File: src/rtl/fifo_serializer.sv
// rtl/fifo_serializer.sv - FWFT FIFO tag/data unpacker feeding per-lane MSB-first serial shifters
module fifo_serializer #(
    parameter int CHANNELS = 8,
    parameter int WORD_W   = 16
) (
    input  logic                ext_clk,
    input  logic                rst,
    input  logic [WORD_W-1:0]   fifo_dout,
    input  logic                fifo_empty,
    output logic                fifo_ren,
    output logic [CHANNELS-1:0] serial_out,
    output logic                frame_sync,
    output logic                underrun,
    output logic                tag_error,
    output logic [15:0]         frames_sent
);

    localparam int CH_W = (CHANNELS > 1) ? $clog2(CHANNELS) : 1;
    localparam int BC_W = $clog2(WORD_W);
    localparam logic [BC_W-1:0] LAST_BIT = BC_W'(WORD_W - 1);

    typedef enum logic [1:0] {
        S_TAG,
        S_DATA,
        S_FULL
    } state_t;

    state_t              r_state;
    state_t              w_state_next;
    logic [BC_W-1:0]     r_bit_cnt;
    logic [WORD_W-1:0]   r_shreg   [CHANNELS];
    logic [WORD_W-1:0]   r_staging [CHANNELS];
    logic [CHANNELS-1:0] r_mask;
    logic [CHANNELS-1:0] w_mask_next;
    logic [CH_W-1:0]     r_ch;
    logic                r_underrun;
    logic                r_tag_error;
    logic [15:0]         r_frames_sent;

    logic w_boundary;
    logic w_load;
    logic w_tag_ok;

    // Last bit of the frame; the load decision uses the mask as registered, not this cycle's pop
    assign w_boundary = (r_bit_cnt == LAST_BIT);
    assign w_load     = w_boundary && (&r_mask);
    // A tag carries only a channel index in its low nibble; anything else is malformed
    assign w_tag_ok   = (fifo_dout[WORD_W-1:4] == '0) && ({1'b0, fifo_dout[3:0]} < 5'(CHANNELS));

    assign frame_sync  = (r_bit_cnt == '0);
    assign underrun    = r_underrun;
    assign tag_error   = r_tag_error;
    assign frames_sent = r_frames_sent;

    // Lane outputs are the MSB of each shift register
    always_comb begin
        serial_out = '0;
        for (int c = 0; c < CHANNELS; c++) begin
            serial_out[c] = r_shreg[c][WORD_W-1];
        end
    end

    // Pop strobe, next-state and next-mask; a successful load clears the mask before this cycle's pop lands
    always_comb begin
        fifo_ren     = !rst && !fifo_empty && (r_state != S_FULL);
        w_mask_next  = w_load ? '0 : r_mask;
        w_state_next = w_load ? S_TAG : r_state;
        if (fifo_ren) begin
            case (r_state)
                S_TAG:   w_state_next = w_tag_ok ? S_DATA : S_TAG;
                S_DATA: begin
                    w_mask_next[r_ch] = 1'b1;
                    w_state_next      = (&w_mask_next) ? S_FULL : S_TAG;
                end
                default: w_state_next = r_state;
            endcase
        end
    end

    // State register
    always_ff @(posedge ext_clk) begin
        if (rst) begin
            r_state <= S_TAG;
        end else begin
            r_state <= w_state_next;
        end
    end

    // Bit counter, tag capture, staging mask and sticky status
    always_ff @(posedge ext_clk) begin
        if (rst) begin
            r_bit_cnt     <= '0;
            r_mask        <= '0;
            r_ch          <= '0;
            r_underrun    <= 1'b0;
            r_tag_error   <= 1'b0;
            r_frames_sent <= '0;
        end else begin
            r_bit_cnt <= w_boundary ? '0 : r_bit_cnt + 1'b1;
            r_mask    <= w_mask_next;
            if (fifo_ren && (r_state == S_TAG)) begin
                if (w_tag_ok) begin
                    r_ch <= fifo_dout[CH_W-1:0];
                end else begin
                    r_tag_error <= 1'b1;
                end
            end
            if (w_boundary) begin
                if (w_load) begin
                    r_frames_sent <= r_frames_sent + 16'd1;
                end else begin
                    r_underrun <= 1'b1;
                end
            end
        end
    end

    // Data words land in the staging slot of the most recently accepted tag
    always_ff @(posedge ext_clk) begin
        if (rst) begin
            for (int c = 0; c < CHANNELS; c++) begin
                r_staging[c] <= '0;
            end
        end else if (fifo_ren && (r_state == S_DATA)) begin
            r_staging[r_ch] <= fifo_dout;
        end
    end

    // Shift every lane each bit; at the boundary load the staged set or send a zero frame
    always_ff @(posedge ext_clk) begin
        for (int c = 0; c < CHANNELS; c++) begin
            if (rst) begin
                r_shreg[c] <= '0;
            end else if (w_boundary) begin
                r_shreg[c] <= w_load ? r_staging[c] : '0;
            end else begin
                r_shreg[c] <= r_shreg[c] << 1;
            end
        end
    end

endmodule

File: config.mk
export PLATFORM = sky130hd
export DESIGN_NAME = fifo_serializer
export DESIGN_NICKNAME = d
export VERILOG_FILES = /design/src/rtl/fifo_serializer.sv
export SDC_FILE = /design/constraint.sdc
export NUM_CORES = 1
export LEC_CHECK = 0
export ABC_AREA = 1
export CAP_MARGIN = 15
export CORE_AREA = 2 2 181 130
export CTS_CLUSTER_DIAMETER = 150
export DETAILED_ROUTE_END_ITERATION = 6
export DIE_AREA = 0 0 183 132
export HOLD_SLACK_MARGIN = 0.02
export PLACE_DENSITY = 0.72
export SETUP_SLACK_MARGIN = 0.15
export SYNTH_ARGS = -nofsm -noshare
export SYNTH_HDL_FRONTEND = slang
export SYNTH_SLANG_ARGS = --single-unit
export TNS_END_PERCENT = 1
File: constraint.sdc
create_clock -name ext_clk -period 4.21 [get_ports ext_clk]
set_input_delay 0.421 -clock ext_clk [delete_from_list [all_inputs] [get_ports ext_clk]]
set_output_delay 0.421 -clock ext_clk [all_outputs]
set_load 0.1 [all_outputs]
**Word level (Yosys, flattened, before mapping)**

Memories as Yosys holds them, arrays and structs flattened.
Index checks and enable logic that the tools add are counted.

- Bits in registers: 35
- Bits in writable memories: 256
- Word-level logic and storage cells: 107
- Memories kept: 2

Memories:

| name | words | bits a word | read ports | clocked after memory_dff | wr ports | line | source |
|---|---|---|---|---|---|---|---|
| r_shreg | 8 | 16 | 8 | 0 | 8 | 31 | `logic [WORD_W-1:0] r_shreg [CHANNELS];` |
| r_staging | 8 | 16 | 8 | 0 | 8 | 32 | `logic [WORD_W-1:0] r_staging [CHANNELS];` |

- Add/sub/neg operators: 2
- Order comparisons: 3
- Equal/unequal tests: 4
- Mux-type cells: 48
- Bitwise logic cells: 19
- Reductions and logical operators: 22

Operator list:

| cell | number |
|---|---|
| $mux 16 | 25 |
| $mux 8 | 3 |
| $add 16x1->16 const B | 1 |
| $or 1x1->1 | 16 |
| $reduce_and 8->1 | 2 |
| $reduce_or 16->1 | 1 |
| $mux 1 | 14 |
| $logic_not 12->1 | 1 |
| $reduce_and 2->1 | 5 |
| $or 8x8->8 | 1 |
| $logic_and 1x1->1 | 7 |
| $mux 2 | 3 |
| $add 4x1->4 const B | 1 |
| $eq 4x4->1 const B | 1 |
| $logic_not 4->1 | 1 |
| $lt 3x4->1 const B | 1 |
| $lt 4x4->1 const B | 1 |
| $pmux 2 s2 | 1 |
| $demux 1 s3 | 1 |
| $ge 3x1->1 const B | 1 |
| $mux 3 | 1 |
| $ne 3x1->1 const B | 1 |
| $eq 2x1->1 const B | 1 |
| $logic_not 1->1 | 2 |
| 5 further kinds | 6 |

**Depth between registers and ports, before layout**

Gate-level depths: netlist (run 1).

- Depth after elaboration: 9
- Gate-level depth with buffers: 11
- Gate-level depth less buffers: 11

**Worst setup path before layout (run 1)**

OpenSTA, ideal clock, no wires.

- Path type: reg-to-output
- Start: register r_bit_cnt[0]
- End: output frame_sync
- Arrival time: 1.797 ns
- Path slack: 1.992 ns
- Cell stages (with the launch flop): 5
- Buffers on the path: 0
- Cells stage by stage: dfxtp_1 > inv_1 > ha_1 > nand2_1 > nor2_1

- Cells in the longest elaborated chain, start to end: 1

RTL lines:

| what | line | source |
|---|---|---|
| from (decl) | 30 | `logic [BC_W-1:0] r_bit_cnt;` |
| from (signal assigned) | 99 | `r_bit_cnt <= w_boundary ? '0 : r_bit_cnt + 1'b1;` |
| $logic_not 4->1 | 50 | `assign frame_sync = (r_bit_cnt == '0);` |
| to (decl) | 12 | `output logic frame_sync,` |

No other way between the ends.

**Final worst setup path (run 1)**

Ends and elaborated chain as after synthesis.

==> key figures, run 1 <==
Clocking
  • CTS Buf Count: 28
  • CTS tree: built
  • Post-cts resize count: 0
  • Clock Sinks: 291
  • Worst-skew pair later-pin latency: 0.54 ns
  • Clock buffer depth: 3
  • Clock-pin slew on the worst setup and hold paths: 0.06 ns
  • H-Tree Depth: 1
  • Postcts setup bufs: 0
  • Clock root buffer: clkbuf_16
  • # hold bufs at CTS: 0

Global route
  • Pin count of the biggest net entering global routing: 97
  • Grt ovf: 0
  • First-pass GRT wire length: 40.3 mm
  • Initial antenna violation count: 0
  • Vias in the first global route: 7472
  • GRT Util Overall: 0.213

Layout
  • Fin util: 0.626
  • Most frequent cells in the layout: edfxtp_1, nand3_1, nand2_1
  • Fraction of layout cells with a size suffix above 1: 0.0591
  • Fill cells: 1761
  • Diode count: 0
  • Commonest non-fill, non-tap cell in the layout: edfxtp_1
  • Final #Nets: 1253
  • Layout Area Growth over Synthesis: 15.6%

Critical path
  • Worst R2R Path Depth: 7
  • Required @ worst endpoint: 3.79 ns
  • Reg-to-reg slack, setup: 1.49 ns
  • CP Max Fanout: 4
  • CP Class: flip-flop to primary output
  • Startpoint types: flip-flop
  • Worst EP arrival: 2.33 ns
  • Critical path endpoint category: primary output

Place
  • Hpwl dp: 14.9 mm
  • Port buffer count: 46
  • RePlAce Congestion: 0.828

Floorplanning
  • Initial Util: 0.542
  • I/O pins: 47
  • Full die area: 24200 um2
  • Standard-cell rows: 46
  • Die Y: 132 um
  • Die width: 183 um
  • Core ar.: 22300 um2

Synth
  • Cells after Synth: 1091
  • Yosys reg bits: 291
  • Post-synthesis average cell area: 11.1 um2
  • Syn. warnings: 0
  • Mapped Area: 12100 um2
  • Yosys cell types: 36
  • Register area share after synthesis: 0.693

STA
  • Min Tclk post-route: 2.75 ns
  • Slew Viols, Final: 0
  • RSZ-0062 raised after global routing: false
  • Worst Clk Skew: 0.0116 ns
  • Relative slew slack: 0.328
  • Final critical-path share of the clock period: 0.653
  • Maximum clock frequency: 0.364 GHz
  • Slew at the pin closest to its max-slew limit: 1.00 ns
  • Fin. Hold Viols: 0
  • Setup TNS: 0 ns
  • Final setup fails: 0

Worst hold path
  • Hold crit path type: flip-flop to flip-flop
  • Hold Crit Depth: 1

Drt
  • DRT antenna net count: 0
  • Drt first-iter violations: 798
  • Detailed Route WL: 25.5 mm
  • Via count: 8033
  • Vias per Instance: 5.21
  • Routed len/inst: 16.5 um
  • # DRC: 0
  • DR pass1 iterations: 6

Status
  • Status: finished clean

Job
  • Max-cap violations: 0

Power
  • Max rail drop VDD: 0.000363 V
  • Pwr dens: 428 nW/um2
  • Leak: 5.70 nW
-- per-layer routing --
layer  global-route usage  vias to the layer above  part of all wire
li1                     -                     3922                 -
met2                0.330                      253              0.46
met5                    0                        -                 0
met3               0.0373                       44             0.063
met4               0.0560                        0             0.020
met1                0.314                     3814              0.46
-- power by group --
part | total, mW | switching, mW | leakage (nW) | internal (mW)
Clock | 2.40 | 1.03 | 0.448 | 1.37
Sequential | 3.29 | 0.0337 | 2.91 | 3.26
Combinational | 0.296 | 0.225 | 2.34 | 0.0711
Total | 5.99 | 1.29 | 5.70 | 4.70
-- synthesized netlist by cell type --
cell	n	area [um2]
buf_2	25	125
nor3b_1	1	7.51
and3_1	1	6.26
nand2_2	2	12.5
edfxtp_1	256	7690
buf_6	3	33.8
nand3_1	217	1090
a22oi_1	15	113
buf_4	20	150
clkinv_1	12	45.0
dfxtp_1	35	701
xor2_1	2	17.5
nand3_4	2	35.0
a21oi_1	31	155
nand2_1	176	661
o21ai_1	1	5.00
nor2_2	4	25.0
nor2_8	1	20.0
nor2_4	3	33.8
nand3_2	3	30.0
buf_1	8	30.0
clkbuf_1	19	71.3
nor3_2	1	10.0
inv_2	2	7.51
nand4_1	3	18.8
ha_1	3	37.5
conb_1	1	3.75
nor2_1	173	649
nand3b_2	1	11.3
o211ai_1	2	15.0
nand2_4	1	11.3
inv_1	43	161
nor4_1	1	6.26
o21ai_0	13	65.1
a21boi_0	1	7.51
nor3_1	9	45.0
-- state kept, by name, indices dropped and copies added, names as in the netlist --
name,cells
r_state,2
r_ch,3
frames_sent,16
r_shreg,128
underrun,1
r_bit_cnt,4
r_mask,8
r_staging,128
tag_error,1
-- cells by family after synthesis --
family	synth area share
AOI/OAI and AO/OA	0.0298
xor gates and xnor gates	0.00145
adders and majority gates	0.00310
buffers and inverters	0.0516
DFF	0.693
other	0.000310
and+or+nand+nor	0.221
-- through the flow --
step / cells / power, mW / hold slack, ns / area (um2) / setup WS (ns)
CTS: 1541 / 6.03 / 0.476 / 14000 / 1.44
floorplan: 1218 / 3.55 / 0.430 / 12600 / 1.99
global placement: 1489 / 3.64 / 0.453 / 13100 / 1.39
detailed placement: 1489 / 3.65 / 0.464 / 13100 / 1.31
global route: 1541 / 6.18 / 0.501 / 14000 / 1.30
finish: 1541 / 5.99 / 0.472 / 14000 / 1.46
-- worst max-delay path: stages (launching register included) --
cell	delay [ns]
dfxtp_1	0.33
inv_1	0.07
ha_1	0.13
nand2_1	0.05
nor2_1	0.08
clkdlybuf4s50_1	1.13
-- final cells by class --
cell class,instances,area [um2],share of cell area
multi-input cells,795,3560,0.255
clock buffers,37,788,0.0564
well taps,288,360,0.0258
flip-flops and latches,291,8390,0.600
clock inverters,15,90.1,0.00644
repair buffers,58,573,0.0410
inverters,57,221,0.0158
-- final timing paths --
kind | from | to
hold reg to reg | r_bit_cnt[0]$_SDFF_PN0_ | r_bit_cnt[0]$_SDFF_PN0_
setup reg to reg | r_bit_cnt[0]$_SDFF_PN0_ | r_shreg[0][47]$_DFFE_PP_
setup / recovery | r_bit_cnt[0]$_SDFF_PN0_ | frame_sync
hold / removal | r_bit_cnt[0]$_SDFF_PN0_ | r_bit_cnt[0]$_SDFF_PN0_
(Power assumes the default switching activity.)
==> run 2: changes to the inputs <==
--- a/config.mk
+++ b/config.mk
@@ -12,7 +12,7 @@
 export DETAILED_ROUTE_END_ITERATION = 6
 export DIE_AREA = 0 0 183 132
 export HOLD_SLACK_MARGIN = 0.02
-export PLACE_DENSITY = 0.72
+export PLACE_DENSITY = 0.75
 export SETUP_SLACK_MARGIN = 0.15
 export SYNTH_ARGS = -nofsm -noshare
 export SYNTH_HDL_FRONTEND = slang
==> constraint.sdc (replaced) <==
create_clock -name ext_clk -period 2.3 [get_ports ext_clk]
set_input_delay 0.23 -clock ext_clk [delete_from_list [all_inputs] [get_ports ext_clk]]
set_output_delay 0.23 -clock ext_clk [all_outputs]
set_load 0.1 [all_outputs]
==> key figures, run 2 (same netlist as run 1, synthesis figures left out) <==
Clocking
  • CTS tree: built (unchanged)
  • Worst-skew pair later-pin latency: 0.53 ns (was 0.54 ns)
  • Clock root buffer: clkbuf_16 (unchanged)
  • H-Tree Depth: 1 (unchanged)
  • Postcts setup bufs: 0 (unchanged)
  • Clock buffer depth: 3 (unchanged)
  • Clock-pin slew on the worst setup and hold paths: 0.06 ns (about the same)
  • Post-cts resize count: 0 (unchanged)
  • # hold bufs at CTS: 0 (unchanged)
  • Clock Sinks: 291 (unchanged)
  • CTS Buf Count: 28 (unchanged)

Place
  • Port buffer count: 46 (unchanged)
  • Setup WS pre-CTS: 0.337 ns (was 1.31 ns)
  • Hpwl dp: 16.5 mm (was 14.9 mm)
  • Post-DP Area: 13300 um2 (was 13100 um2)
  • RePlAce Congestion: 0.897 (was 0.828)
  • Number of placed instances, taps included: 1523 (was 1489)

Worst hold path
  • Hold EP: r_ch[0]$_SDFFE_PP0P_ (was r_bit_cnt[0]$_SDFF_PN0_)
  • Hold crit path type: input port to flip-flop (was flip-flop to flip-flop)
  • Hold Crit Depth: 3 (was 1)
  • Hold Startpoint: fifo_dout[0] (was r_bit_cnt[0]$_SDFF_PN0_)

STA
  • Final critical-path share of the clock period: 0.835
  • Slew at the pin closest to its max-slew limit: 0.510 ns (was 1.00 ns)
  • Relative slew slack: 0.658 (was 0.328)
  • Setup TNS: 0 ns (unchanged)
  • Fin. Hold Viols: 0 (unchanged)
  • Slew Viols, Final: 0 (unchanged)
  • Post-route setup slack: 0.380 ns (was 1.46 ns)
  • Min Tclk post-route: 1.92 ns
  • RSZ-0062 raised after global routing: false (unchanged)
  • Final setup fails: 0 (unchanged)
  • Final hold slack: 0.418 ns (was 0.472 ns)
  • Worst Clk Skew: 0.0102 ns (was 0.0116 ns)
  • Maximum clock frequency: 0.521 GHz

Critical path
  • Reg-to-reg slack, setup: 0.38 ns (was 1.49 ns)
  • Startpoint types: flip-flop (unchanged)
  • CP Max Fanout: 64 (was 4)
  • Worst r2r src: r_bit_cnt[0]$_SDFF_PN0_ (unchanged)
  • Worst r2r dst: r_shreg[1][9]$_SDFFCE_PN0P_ (was r_shreg[0][47]$_DFFE_PP_)
  • Worst EP arrival: 2.20 ns (was 2.33 ns)
  • Worst R2R Path Depth: 8 (was 7)
  • Critical path endpoint category: flip-flop (was primary output)
  • CP Class: flip-flop to flip-flop (was flip-flop to primary output)
  • Required @ worst endpoint: 2.58 ns (was 3.79 ns)

Drt
  • Via count: 8334 (was 8033)
  • DR pass1 iterations: 5 (was 6)
  • # DRC: 0 (unchanged)
  • Vias per Instance: 5.29 (was 5.21)
  • Detailed Route WL: 26.3 mm (was 25.5 mm)
  • Drt first-iter violations: 740 (was 798)
  • Routed len/inst: 16.7 um (was 16.5 um)
  • DRT antenna net count: 0 (unchanged)

Global route
  • Initial antenna violation count: 0 (unchanged)
  • GRT Util Overall: 0.221 (was 0.213)
  • Pin count of the biggest net entering global routing: 65 (was 97)
  • First-pass GRT wire length: 41.7 mm (was 40.3 mm)
  • Vias in the first global route: 7977 (was 7472)
  • Grt ovf: 0 (unchanged)

Job
  • Max-cap violations: 0 (unchanged)

Floorplanning
  • Standard-cell rows: 46 (unchanged)
  • Full die area: 24200 um2 (unchanged)
  • Die Y: 132 um (unchanged)
  • Initial Util: 0.542 (unchanged)
  • Die width: 183 um (unchanged)
  • I/O pins: 47 (unchanged)
  • Core ar.: 22300 um2 (unchanged)

Status
  • Status: finished clean (unchanged)

Layout
  • Commonest non-fill, non-tap cell in the layout: edfxtp_1 (unchanged)
  • Layout Area Growth over Synthesis: 17.6% (was 15.6%)
  • Most frequent cells in the layout: edfxtp_1, nand3_1, nand2_1 (unchanged)
  • Final std cells w/o fill: 1574 (was 1541)
  • Fin area: 14200 um2 (was 14000 um2)
  • Diode count: 0 (unchanged)
  • Fraction of layout cells with a size suffix above 1: 0.104 (was 0.0591)
  • Final #Nets: 1287 (was 1253)

Power
  • Max rail drop VDD: 0.000641 V (was 0.000363 V)
  • Leak: 5.89 nW (was 5.70 nW)
  • Pwr dens: 775 nW/um2 (was 428 nW/um2)
-- run 2: cell types whose count changed in the layout (fill, tap and decap cells not counted) --
cell / previous run / this run
buf_12: 2 / 6
buf_4: 11 / 68
bufinv_16: 1 / 2
clkbuf_1: 5 / 4
clkbuf_16: 30 / 29
clkbuf_2: 1 / 0
clkbuf_8: 1 / 0
clkdlybuf4s50_1: 45 / 18
clkinv_1: 16 / 20
clkinv_2: 8 / 5
clkinvlp_4: 0 / 4
inv_1: 45 / 42
-- run 2: layout make-up --
type                       count  area [um2]
clock buffer                  33         741
clock inverter                18         139
multi-input combinational    795        3560
sequential                   291        8390
timing repair buffer          92         811
inverter                      57         221
fill                        1773        8110
tap                          288         360
-- run 2: per-stage QoR --
stage	power, mW	util
after global placement	6.69	0.598
after detailed placement	6.71	0.598
final	11.0	0.637
after global routing	11.4	0.637
after CTS	11.1	0.637
after floorplan	6.49	-
-- run 2: power breakdown --
part | leakage (nW) | internal, mW | switching, mW
registers | 2.91 | 5.96 | 0.0639
logic | 2.57 | 0.158 | 0.422
clock network | 0.417 | 2.51 | 1.90
total | 5.89 | 8.63 | 2.39
-- run 2: worst max path at each step --
stage	endpoint	slack [ns]	cells after the start	start
finish	r_shreg[1][9]$_SDFFCE_PN0P_	0.38	8	r_bit_cnt[0]$_SDFF_PN0_
global route	frames_sent[9]$_SDFFE_PP0P_	0.20	10	r_bit_cnt[0]$_SDFF_PN0_
CTS	r_shreg[1][9]$_SDFFCE_PN0P_	0.36	8	r_bit_cnt[0]$_SDFF_PN0_
detailed placement	r_staging[4][13]$_SDFFCE_PN0P_	0.34	7	rst
global placement	r_staging[4][11]$_SDFFCE_PN0P_	0.37	7	rst
floorplan	frames_sent[11]$_SDFFE_PP0P_	0.19	7	frames_sent[3]$_SDFFE_PP0P_
-- run 2: critical path: stages, from the launching register on --
cell and delay [ns]:
dfxtp_1 0.34, ha_1 0.24, nand2_2 0.10, nor2_4 0.05, nand3_4 0.09, clkinv_2 0.28
buf_12 0.31, a22oi_1 0.16, nor2_1 0.07
-- run 2: routing by layer --
metal,up-vias,routed length (um),GRT usage
met5,-,0,0
met4,0,770,0.0724
met3,49,1920,0.0420
met2,292,12100,0.346
met1,4018,11500,0.313
li1,3975,-,-
==> run 3: changes to the inputs <==
--- a/config.mk
+++ b/config.mk
@@ -12,7 +12,7 @@
 export DETAILED_ROUTE_END_ITERATION = 6
 export DIE_AREA = 0 0 183 132
 export HOLD_SLACK_MARGIN = 0.02
-export PLACE_DENSITY = 0.75
+export PLACE_DENSITY = 0.72
 export SETUP_SLACK_MARGIN = 0.15
 export SYNTH_ARGS = -nofsm -noshare
 export SYNTH_HDL_FRONTEND = slang
==> constraint.sdc (replaced) <==
create_clock -name ext_clk -period 1.85 [get_ports ext_clk]
set_input_delay 0.185 -clock ext_clk [delete_from_list [all_inputs] [get_ports ext_clk]]
set_output_delay 0.185 -clock ext_clk [all_outputs]
set_load 0.1 [all_outputs]
==> key figures, run 3 (same netlist as run 1, synthesis figures left out) <==
Layout
  • Commonest non-fill, non-tap cell in the layout: edfxtp_1 (unchanged)
  • Multi-input gate area: 3610 um2 (was 3560 um2)
  • Diode count: 0 (unchanged)
  • Sequential cell area: 8400 um2 (was 8390 um2)
  • Most frequent cells in the layout: edfxtp_1, nand3_1, nand2_1 (unchanged)
  • Fraction of layout cells with a size suffix above 1: 0.134 (was 0.104)
  • Final std cells w/o fill: 1602 (was 1574)
  • Fill cells: 1684 (was 1773)
  • Final #Nets: 1315 (was 1287)
  • Layout Area Growth over Synthesis: 22.2% (was 17.6%)

Global route
  • First-pass GRT wire length: 42.1 mm (was 41.7 mm)
  • Initial antenna violation count: 0 (unchanged)
  • Pin count of the biggest net entering global routing: 61 (was 65)
  • GRT Util Overall: 0.223 (was 0.221)
  • Vias in the first global route: 8186 (was 7977)
  • Grt ovf: 0 (unchanged)

Critical path
  • Worst r2r src: r_bit_cnt[1]$_SDFF_PN0_ (was r_bit_cnt[0]$_SDFF_PN0_)
  • Required @ worst endpoint: 1.66 ns (was 2.58 ns)
  • CP Capture Point: frame_sync (was r_shreg[1][9]$_SDFFCE_PN0P_)
  • CP Max Fanout: 3 (was 64)
  • Crit. Startpoint: r_bit_cnt[0]$_SDFF_PN0_ (unchanged)
  • Critical path endpoint category: primary output (was flip-flop)
  • Worst r2r dst: frames_sent[14]$_SDFFE_PP0P_ (was r_shreg[1][9]$_SDFFCE_PN0P_)
  • Reg-to-reg slack, setup: 0.12 ns (was 0.38 ns)
  • Worst R2R Path Depth: 11 (was 8)
  • CP Class: flip-flop to primary output (was flip-flop to flip-flop)
  • Startpoint types: flip-flop (unchanged)
  • Worst EP arrival: 1.55 ns (was 2.20 ns)

Drt
  • Drt first-iter violations: 834 (was 740)
  • # DRC: 0 (unchanged)
  • DR pass1 iterations: 5 (unchanged)
  • Routed met3 length: 1.69 mm (was 1.92 mm)
  • Uppermost routed layer: met4 (unchanged)
  • Detailed Route WL: 26.9 mm (was 26.3 mm)
  • Routed wl met2: 12.6 mm (was 12.1 mm)
  • Vias per Instance: 5.28 (was 5.29)
  • Routed len/inst: 16.8 um (was 16.7 um)
  • M1 wire length: 12.1 mm (was 11.5 mm)
  • DRT antenna net count: 0 (unchanged)
  • Via count: 8457 (was 8334)

Place
  • Setup WS pre-CTS: 0.0492 ns (was 0.337 ns)
  • Number of placed instances, taps included: 1544 (was 1523)
  • Port buffer count: 46 (unchanged)
  • Hpwl dp: 16.9 mm (was 16.5 mm)
  • RePlAce Congestion: 0.950 (was 0.897)

Power
  • Comb power frac: 0.056 (was 0.053)
  • Flop pwr share: 0.543 (was 0.547)
  • Leak: 6.15 nW (was 5.89 nW)
  • Clock power frac: 0.402 (was 0.401)
  • Int Pwr: 10.8 mW (was 8.63 mW)
  • Max rail drop VDD: 0.000847 V (was 0.000641 V)
  • Post-layout power: 13.8 mW (was 11.0 mW)
  • Switching share of power: 0.217 (about the same)
  • Pwr dens: 934 nW/um2 (was 775 nW/um2)
  • Psw: 2.99 mW (was 2.39 mW)

Floorplanning
  • Core ar.: 22300 um2 (unchanged)
  • Initial Util: 0.542 (unchanged)
  • I/O pins: 47 (unchanged)
  • Die Y: 132 um (unchanged)
  • Full die area: 24200 um2 (unchanged)
  • Die width: 183 um (unchanged)
  • Standard-cell rows: 46 (unchanged)

STA
  • Relative slew slack: 0.600 (was 0.658)
  • Setup TNS: 0 ns (unchanged)
  • Slew at the pin closest to its max-slew limit: 0.599 ns (was 0.510 ns)
  • Slew Viols, Final: 0 (unchanged)
  • Post-route setup slack: 0.114 ns (was 0.380 ns)
  • RSZ-0062 raised after global routing: true (was false)
  • Final setup fails: 0 (unchanged)
  • Fin. Hold Viols: 0 (unchanged)
  • Final hold slack: 0.342 ns (was 0.418 ns)
  • Worst Clk Skew: 0.0169 ns (was 0.0102 ns)
  • Final critical-path share of the clock period: 0.938
  • Min Tclk post-route: 1.74 ns
  • Maximum clock frequency: 0.576 GHz

Clocking
  • CTS Buf Count: 28 (unchanged)
  • H-Tree Depth: 1 (unchanged)
  • # hold bufs at CTS: 0 (unchanged)
  • Worst-skew pair later-pin latency: 0.54 ns (was 0.53 ns)
  • Clock-pin slew on the worst setup and hold paths: 0.06 ns (about the same)
  • CTS tree: built (unchanged)
  • Clock Sinks: 291 (unchanged)
  • Clock buffer depth: 3 (unchanged)
  • Clock root buffer: clkbuf_16 (unchanged)

Job
  • Max-cap violations: 0 (unchanged)

Worst hold path
  • Hold crit path type: input port to flip-flop (unchanged)

Status
  • Status: finished clean (unchanged)
[run 3: worst min path at each step]
stage	from	endpoint	slack, ns	depth (start not counted)
final	fifo_dout[0]	r_ch[0]$_SDFFE_PP0P_	0.34	3
after global routing	fifo_dout[0]	r_ch[0]$_SDFFE_PP0P_	0.36	3
after CTS	fifo_dout[0]	r_ch[0]$_SDFFE_PP0P_	0.32	3
after detailed placement	r_mask[2]$_SDFF_PP0_	r_mask[2]$_SDFF_PP0_	0.48	2
after global placement	r_mask[2]$_SDFF_PP0_	r_mask[2]$_SDFF_PP0_	0.47	2
after floorplan	fifo_dout[1]	r_ch[1]$_SDFFE_PP0P_	0.38	2
[run 3: what timing repair did]
item / 4_1_cts / 5_1_grt
setup buffers: 0 / 6
resized for setup: 1 / 21
cloned: 0 / 1
setup endpoints to repair: 62 / 138
pin swaps: 0 / 7
[run 3: stage by stage]
stage                util  cell area [um2]
CTS                 0.655            14600
finish              0.662            14800
detailed placement  0.615            13700
global placement    0.615            13700
floorplan               -            12600
global route        0.662            14800
[run 3: layer usage]
metal / vias up / GRT usage
met4: 0 / 0.0547
li1: 4043 / -
met3: 34 / 0.0301
met2: 266 / 0.356
met1: 4114 / 0.326
met5: - / 0
[run 3: worst max-delay path, cell delays in order (launching register included)]
cell     delay (ns)
dfxtp_4        0.36
buf_6          0.12
inv_4          0.04
ha_4           0.10
nand2_1        0.05
nor2_2         0.16
buf_12         0.19
[run 3: area by class of cell]
cell class / instances / share of cell area
Clock buffer: 39 / 0.0516
Clock inverter: 12 / 0.00838
Inverter: 57 / 0.0155
Multi-Input combinational cell: 795 / 0.244
Sequential cell: 291 / 0.568
Tap cell: 288 / 0.0244
Timing Repair Buffer: 120 / 0.0878
[run 3: power by group through the flow]
stage          combinational (mW)  clock [mW]  sequential [mW]
2_1_floorplan               0.456           0             7.61
5_1_grt                     0.841        5.89             7.51
3_3_place_gp                0.737           0             7.62
3_5_place_dp                0.753           0             7.63
4_1_cts                     0.755        5.64             7.49
6_report                    0.770        5.54             7.49
